--- src/rtl/sd_spi_cmd_controller.sv ---
// SD-over-SPI command sequencer: decodes received frames, tracks card init state, streams responses.
// Optional: define SD_CMD58_EN to answer CMD58 (READ_OCR) with an R3 response.
module sd_spi_cmd_controller #(
  parameter int unsigned NCR_BYTES     = 1,
  parameter int unsigned ACMD41_POLLS  = 2,
  parameter int unsigned MAX_BLOCK_LEN = 512
) (
  input  logic        clock,
  input  logic        reset,
  input  logic        io_ArgumentReadFinished,
  input  logic        io_ReadSuccess,
  input  logic [5:0]  io_Command,
  input  logic [31:0] io_CommandArgument,
  output logic        io_RespValid,
  output logic [7:0]  io_RespByte,
  input  logic        io_RespReady,
  output logic        io_Idle,
  output logic        io_Ready,
  output logic [11:0] io_BlockLength,
  output logic        io_Overrun
);

  typedef enum logic [2:0] {StOff, StWait, StDecode, StNcr, StResp} state_e;

  state_e           state_q, state_d;
  logic             arf_q, arf_qq;
  logic             frame_rise;
  logic [5:0]       cmd_q, cmd_d;
  logic [31:0]      arg_q, arg_d;
  logic             ok_q, ok_d;
  logic [4:0][7:0]  resp_q, resp_d;
  logic [2:0]       len_q, len_d;
  logic [3:0]       cnt_q, cnt_d;
  logic             idle_q, idle_d;
  logic             ready_q, ready_d;
  logic             app_q, app_d;
  logic             init_q, init_d;
  logic [7:0]       poll_q, poll_d;
  logic [11:0]      blen_q, blen_d;
  logic             overrun_q, overrun_d;
  logic             hs;
  logic [7:0]       r1_idle;

  assign frame_rise = arf_q & ~arf_qq;
  assign r1_idle    = {7'b0, idle_q};

  assign io_RespValid   = (state_q == StNcr) || (state_q == StResp);
  assign io_RespByte    = (state_q == StResp) ? resp_q[cnt_q[2:0]] : 8'hFF;
  assign io_Idle        = idle_q;
  assign io_Ready       = ready_q;
  assign io_BlockLength = blen_q;
  assign io_Overrun     = overrun_q;
  assign hs             = io_RespValid & io_RespReady;

  always_ff @(posedge clock or posedge reset) begin
    if (reset) begin
      state_q   <= StOff;
      arf_q     <= 1'b0;
      arf_qq    <= 1'b0;
      cmd_q     <= '0;
      arg_q     <= '0;
      ok_q      <= 1'b0;
      resp_q    <= '0;
      len_q     <= 3'd1;
      cnt_q     <= '0;
      idle_q    <= 1'b0;
      ready_q   <= 1'b0;
      app_q     <= 1'b0;
      init_q    <= 1'b0;
      poll_q    <= '0;
      blen_q    <= 12'(MAX_BLOCK_LEN);
      overrun_q <= 1'b0;
    end else begin
      state_q   <= state_d;
      arf_q     <= io_ArgumentReadFinished;
      arf_qq    <= arf_q;
      cmd_q     <= cmd_d;
      arg_q     <= arg_d;
      ok_q      <= ok_d;
      resp_q    <= resp_d;
      len_q     <= len_d;
      cnt_q     <= cnt_d;
      idle_q    <= idle_d;
      ready_q   <= ready_d;
      app_q     <= app_d;
      init_q    <= init_d;
      poll_q    <= poll_d;
      blen_q    <= blen_d;
      overrun_q <= overrun_d;
    end
  end

  always_comb begin
    state_d   = state_q;
    cmd_d     = cmd_q;
    arg_d     = arg_q;
    ok_d      = ok_q;
    resp_d    = resp_q;
    len_d     = len_q;
    cnt_d     = cnt_q;
    idle_d    = idle_q;
    ready_d   = ready_q;
    app_d     = app_q;
    init_d    = init_q;
    poll_d    = poll_q;
    blen_d    = blen_q;
    overrun_d = 1'b0;

    // A frame can only be taken while nothing is pending; otherwise it is dropped.
    if (frame_rise) begin
      if (state_q == StOff || state_q == StWait) begin
        cmd_d   = io_Command;
        arg_d   = io_CommandArgument;
        ok_d    = io_ReadSuccess;
        state_d = StDecode;
      end else begin
        overrun_d = 1'b1;
      end
    end

    unique case (state_q)
      StDecode: begin
        state_d = StNcr;
        cnt_d   = '0;
        len_d   = 3'd1;
        resp_d  = '0;
        app_d   = 1'b0;
        if (!init_q && !(ok_q && cmd_q == 6'd0)) begin
          // Card is still powered-off: anything but a clean CMD0 is silently ignored.
          state_d = StOff;
        end else if (!ok_q) begin
          resp_d[0] = 8'h08 | r1_idle;
        end else if (cmd_q == 6'd0) begin
          init_d    = 1'b1;
          idle_d    = 1'b1;
          ready_d   = 1'b0;
          poll_d    = '0;
          resp_d[0] = 8'h01;
        end else if (cmd_q == 6'd8) begin
          len_d     = 3'd5;
          resp_d[0] = r1_idle;
          resp_d[3] = (arg_q[11:8] == 4'h1) ? 8'h01 : 8'h00;
          resp_d[4] = arg_q[7:0];
        end else if (cmd_q == 6'd55) begin
          app_d     = 1'b1;
          resp_d[0] = r1_idle;
        end else if (cmd_q == 6'd41 && app_q) begin
          if (32'(poll_q) < ACMD41_POLLS) begin
            poll_d    = poll_q + 8'd1;
            resp_d[0] = 8'h01;
          end else begin
            idle_d    = 1'b0;
            ready_d   = 1'b1;
            resp_d[0] = 8'h00;
          end
        end else if (cmd_q == 6'd16) begin
          if (arg_q != 32'd0 && arg_q <= 32'(MAX_BLOCK_LEN)) begin
            blen_d    = arg_q[11:0];
            resp_d[0] = r1_idle;
          end else begin
            resp_d[0] = 8'h40 | r1_idle;
          end
`ifdef SD_CMD58_EN
        end else if (cmd_q == 6'd58) begin
          len_d     = 3'd5;
          resp_d[0] = r1_idle;
          resp_d[1] = ready_q ? 8'hC0 : 8'h00;
          resp_d[2] = 8'hFF;
          resp_d[3] = 8'h80;
          resp_d[4] = 8'h00;
`endif
        end else begin
          resp_d[0] = 8'h04 | r1_idle;
        end
      end
      StNcr: begin
        if (hs) begin
          if (cnt_q == 4'(NCR_BYTES - 1)) begin
            state_d = StResp;
            cnt_d   = '0;
          end else begin
            cnt_d = cnt_q + 4'd1;
          end
        end
      end
      StResp: begin
        if (hs) begin
          if (cnt_q[2:0] == len_q - 3'd1) begin
            state_d = StWait;
            cnt_d   = '0;
          end else begin
            cnt_d = cnt_q + 4'd1;
          end
        end
      end
      default: ;
    endcase
  end

endmodule

--- config.mk ---
export PLATFORM = sky130hd
export DESIGN_NAME = sd_spi_cmd_controller
export DESIGN_NICKNAME = d
export VERILOG_FILES = /design/src/rtl/sd_spi_cmd_controller.sv
export SDC_FILE = /design/constraint.sdc
export NUM_CORES = 1
export LEC_CHECK = 0
export ABC_AREA = 1
export CORE_ASPECT_RATIO = 2
export CORE_UTILIZATION = 48
export CTS_CLUSTER_SIZE = 16
export DETAILED_ROUTE_END_ITERATION = 10
export MAX_ROUTING_LAYER = met4
export PLACE_DENSITY = 0.73
export SETUP_SLACK_MARGIN = 0.4
export SLEW_MARGIN = 10
export SYNTH_ARGS = -nofsm -noshare
export SYNTH_HDL_FRONTEND = slang
export SYNTH_SLANG_ARGS = --single-unit
--- constraint.sdc ---
create_clock -name clock -period 2.45 [get_ports clock]
set_input_delay 0.3675 -clock clock [delete_from_list [all_inputs] [get_ports clock]]
set_output_delay 0.3675 -clock clock [all_outputs]
set_load 0.05 [all_outputs]
======== Word level (Yosys, flattened, before mapping) ========
Cells that the tools add are included.
cells by class
  add/sub/neg operators ................... 3
  multipliers ............................. 0
  div/mod/pow operators ................... 0
  $lt $le $gt $ge ......................... 3
  eq/ne operators ......................... 15
  shift operators ......................... 0
  multiplexer cells ....................... 56
  bitwise logic cells ..................... 8
  reductions and logical operators ........ 21
operators with widths
  kind                                                   count
  two-way mux 8 bit                                      14
  two-way mux 16 bit                                     4
  <= comparator 32 x 10 -> 1 bit, second input constant  1
  nonzero test 32 bit                                    1
  two-way mux 3 bit                                      10
  binary-select mux 8 bit (select 3 bit)                 1
  two-way mux 1 bit                                      19
  two-way mux 4 bit                                      4
  AND reduction 7 bit                                    2
  == test 6 bit, second input constant                   2
  case mux 4 bit (3 select lines)                        1
  inequality test 2 bit, second input constant           5
  case mux 3 bit (3 select lines)                        1
  AND reduction 9 bit                                    1
  adder 8 x 1 -> 8 bit, second input constant            1
  < comparator 8 x 2 -> 1 bit, second input constant     1
  two-way mux 7 bit                                      1
  == test 3 x 2 -> 1 bit, second input constant          2
  == test 6 x 4 -> 1 bit, second input constant          1
  == test 6 x 5 -> 1 bit, second input constant          1
  logical NOT 6 bit                                      1
  inverter 1 bit                                         6
  adder 4 x 1 -> 4 bit, second input constant            1
  == test 4 x 1 -> 1 bit, second input constant          1
  other kinds (17)                                       24
storage, ports and cells
  flip-flop bits (word level) ............. 100
  bits in latches ......................... 0
  RAM bits ................................ 0
  memory bits (read-only) ................. 0
  input bits .............................. 43
  output and inout port bits .............. 24
  word-level logic and storage cells ...... 124
  memories kept ........................... 0

======== Logic depth before layout (Yosys ltp) ========
  depth in word-level cells ............... 10
  mapped depth ............................ 11

======== Least setup slack after synthesis ========
No wires, ideal clock.
  path kind ............................... register to output
  start ................................... register cnt_q[2]
  end ..................................... output port io_RespByte[0]
  arrival time ............................ 2.375 ns
  required time ........................... 2.082 ns
  slack ................................... -0.293 ns
  stages on the path, launching flop included .. 3
  buffers on the path ..................... 1
  path through ............................ dfrtp_1 clkbuf_1 o311ai_0
on the way
  word-level cells in the longest chain between the ends .. 3
RTL lines
  item                                     RTL line  source
  start, declared                          33        logic [3:0] cnt_q, cnt_d;
  start signal, assigned                   82        cnt_q <= cnt_d;
  binary-select mux 8 bit (select 3 bit)   48        assign io_RespByte = (state_q == StResp) ? resp_q[cnt_q[2:0]] : 8'hFF;
  two-way mux 8 bit (implied by the code)  48
  two-way mux 8 bit                        48
  end, declared                            15        output logic [7:0] io_RespByte,
Every way passes these cells. The select of a mux whose other input is x is not followed.

======== Final worst setup path ========
  start ................................... register state_q[0]
  end ..................................... output port io_RespValid
on the way
  word-level cells in the longest chain between the ends .. 2
RTL lines
  item                                                            RTL line  source
  start, declared                                                 25        state_e state_q, state_d;
  start signal, assigned                                          57        state_q <= StOff;
  start signal, assigned                                          74        state_q <= state_d;
  == test 3 x 2 -> 1 bit / == test 3 bit (equally long branches)  47        assign io_RespValid = (state_q == StNcr) || (state_q == StResp);
  logical OR 1 bit (*)                                            47
  end, declared                                                   14        output logic io_RespValid,
Mark *: on every way between the ends. The rest lies on a longest branch, timed or not.

==> flow_metrics.tcl <==
set metrics [dict create \
    run_status "finished, final reports clean" \
    cts_buffers 9 \
    antenna_found_initial 0 \
    clock.fmax_ghz 0.507 \
    crit_required_ns 2.08 \
    synth_edf_count 0 \
    place_ws_ns 0.422 \
    drc_errors 0 \
    regArea_mm2 0.00218 \
    tns_ns 0 \
    dp_hpwl_um 6540 \
    syn_area_mm2 0.00394 \
    vias 3326 \
    ant_nets 0 \
    rsz0062_at_grt "true" \
    grt_pass1_vias 3297 \
    maxSlewHeadroom_pct 66.1 \
    routed_wl_um 8730 \
    start_util_pct 49.7 \
    final_nets 608 \
    drive_above_1_share_pct 9.88 \
    synth_fp_nets 534 \
    die_area_mm2 0.00860 \
    wl_per_cell_um 13.2 \
    drt_iter0_markers 148 \
    finalHoldViolations 0 \
    cts.sinks 87 \
    fin_crit_ns 1.97 \
    ys_seq_elements 87 \
    first_pass_iters 5 \
    cts_tree "yes" \
    yosysWarnings 0 \
    netlist_instances 488 \
    ys_seq_area_share_pct 55.2 \
    n_antenna_cell 0 \
    timing.final.crit_share_pct 80.6 \
    gr-usage-all-layers_pct 23.2 \
    leakage_nw 2.55 \
    syn_to_final_growth_pct 29.5 \
    p_total_mw 5.20 \
    finalClockSkew_ns 0.00969 \
    rows 46 \
    synth_flop_cell "dfrtp_1" \
    place.gp.congestion 0.839 \
    io_pins 67 \
    coreArea_mm2 0.00794 \
    grt_pass1_wl_um 14400 \
    p_per_area_mw_per_mm2 1020 \
    worstMarginPinSlew_ns 0.507 \
    setup_ws_ns 0.476 \
    port_buffers 66 \
    crit_arrival_ns 1.61 \
    path_clk_slew_ns 0.06 \
    fp.dieW_um 66.1 \
    crit_type "flop to primary output" \
    vdd_drop_max_v 0.000732 \
    ctsHtreeMaxLevel 3 \
    die_y_um 130 \
    holdCritPathClass "input pin to async pin" \
    ctsRootBufferMaster "clkbuf_16" \
    fin_hold_ws_ns 0.313 \
    dpl.cell_count 644 \
    critPathMaxFanout 5 \
    setup_violations 0 \
    final_cells 663 \
    startpoint_type "flop" \
    grt_max_degree 53 \
    cts_hold_buf 0 \
    synthArstFlopShare_pct 100 \
    clock_latency_ns 0.34 \
    slew_viol_final 0 \
    multi_input_area_mm2 0.00149 \
    worstSetupEndpointType "primary output" \
    clockBufferDepth 2 \
    n_fill_cell 701 \
    overflow 0 \
    cap_violations 0 \
    postSynthAreaPerCell_um2 8.08 \
    yosysUniqueCellTypes 30 \
    routed_via_density 5.02 \
]
[flip-flops by register name, indices dropped and copies added, names as in the netlist]
signal	count
len_q	1
state_q	3
io_Ready	1
io_Idle	1
ok_q	1
arg_q	32
cnt_q	4
cmd_q	6
arf_q	1
poll_q	8
io_BlockLength	12
arf_qq	1
io_Overrun	1
init_q	1
resp_q	13
app_q	1
[cell families after synthesis]
logic type,after synthesis,synth area share (%)
buf+inv,67,6.95
xor+xnor,1,0.222
flops,87,55.2
fa+ha+maj,3,0.952
compound gates,56,7.80
simple gates,274,28.8
[per-stage QoR]
stage / instance area [um2] / util (%)
2_1_floorplan: 3950 / -
3_3_place_gp: 4720 / 59.4
3_5_place_dp: 4720 / 59.4
4_1_cts: 5080 / 63.9
5_1_grt: 5110 / 64.3
6_report: 5110 / 64.3
[cells in the final DEF, fill, tap and decap left out, types with 4 or more instances in the layout]
master,n
inv_1,46
clkdlybuf4s50_1,56
inv_2,4
a21oi_1,4
nor2_1,53
buf_4,16
nand2_1,176
o22ai_1,7
clkbuf_16,9
nand3_1,25
o21ai_1,4
o31ai_1,6
o21ai_0,34
dfrtp_1,85
[layer usage]
| layer | share of wire [%] | up-vias | global-route usage (%) |
|---|---|---|---|
| met5 | 0 | - | - |
| met4 | 1.7 | 0 | 10.0 |
| met3 | 3.2 | 12 | 4.90 |
| met2 | 58 | 82 | 41.3 |
| met1 | 38 | 1568 | 23.9 |
| li1 | - | 1664 | - |
[report_power, final]
part / total (mW) / switching (mW) / internal, mW
clock: 1.58 / 0.526 / 1.05
sequential: 2.07 / 0.264 / 1.80
combinational: 1.56 / 1.03 / 0.526
total: 5.20 / 1.82 / 3.38
[synthesized netlist by cell type (2+ instances only)]
cell type | instances | area (um2)
o31ai_1 | 6 | 45.0
buf_6 | 2 | 22.5
ha_1 | 3 | 37.5
buf_2 | 6 | 30.0
nor3_1 | 3 | 15.0
dfrtp_1 | 86 | 2150
o21ai_0 | 37 | 185
inv_1 | 50 | 188
nand2_1 | 176 | 661
nand3b_1 | 2 | 15.0
clkbuf_1 | 6 | 22.5
o22ai_1 | 7 | 43.8
nand3_1 | 25 | 125
nor2_4 | 2 | 22.5
a21oi_1 | 4 | 20.0
nor2_2 | 2 | 12.5
inv_2 | 2 | 7.51
nand4_1 | 2 | 12.5
nor2_1 | 54 | 203
nand2_2 | 3 | 18.8
[timing repair]
action                                  4_1_cts  5_1_grt
pin swaps                                     0        1
resized for setup                             3        6
endpoints found under the setup margin        1        9
setup buffers                                 0        3
[worst max-delay path: stages (launching register included)]
cell	delay (ns)
dfrtp_1	0.41
inv_1	0.14
nand3_1	0.15
nand2_1	0.18
clkdlybuf4s15_2	0.39
[worst paths after layout]
check                                          start  depth (start not counted)  slack [ns]                     to
max in group asynchronous                      reset                          3        1.56  arg_q[12]$_DFFE_PP0P_
worst min register to register       arf_q$_DFF_PP0_                          0        0.38       arf_qq$_DFF_PP0_
min in group clock                   arf_q$_DFF_PP0_                          0        0.38       arf_qq$_DFF_PP0_
worst max-delay path            state_q[0]$_DFF_PP0_                          4        0.48           io_RespValid
worst min-delay path                           reset                          2        0.31        arf_q$_DFF_PP0_
worst max register to register  cnt_q[0]$_DFFE_PP0P_                          9        0.75   state_q[1]$_DFF_PP0_
[layout make-up]
cell class | count | share of cell area (%)
Sequential cell | 87 | 42.7
Multi-Input combinational cell | 334 | 29.3
Timing Repair Buffer | 77 | 14.7
Clock buffer | 11 | 4.95
Inverter | 53 | 4.04
Tap cell | 96 | 2.35
Clock inverter | 5 | 2.03
No activity file was read; power rests on OpenSTA's default activity.
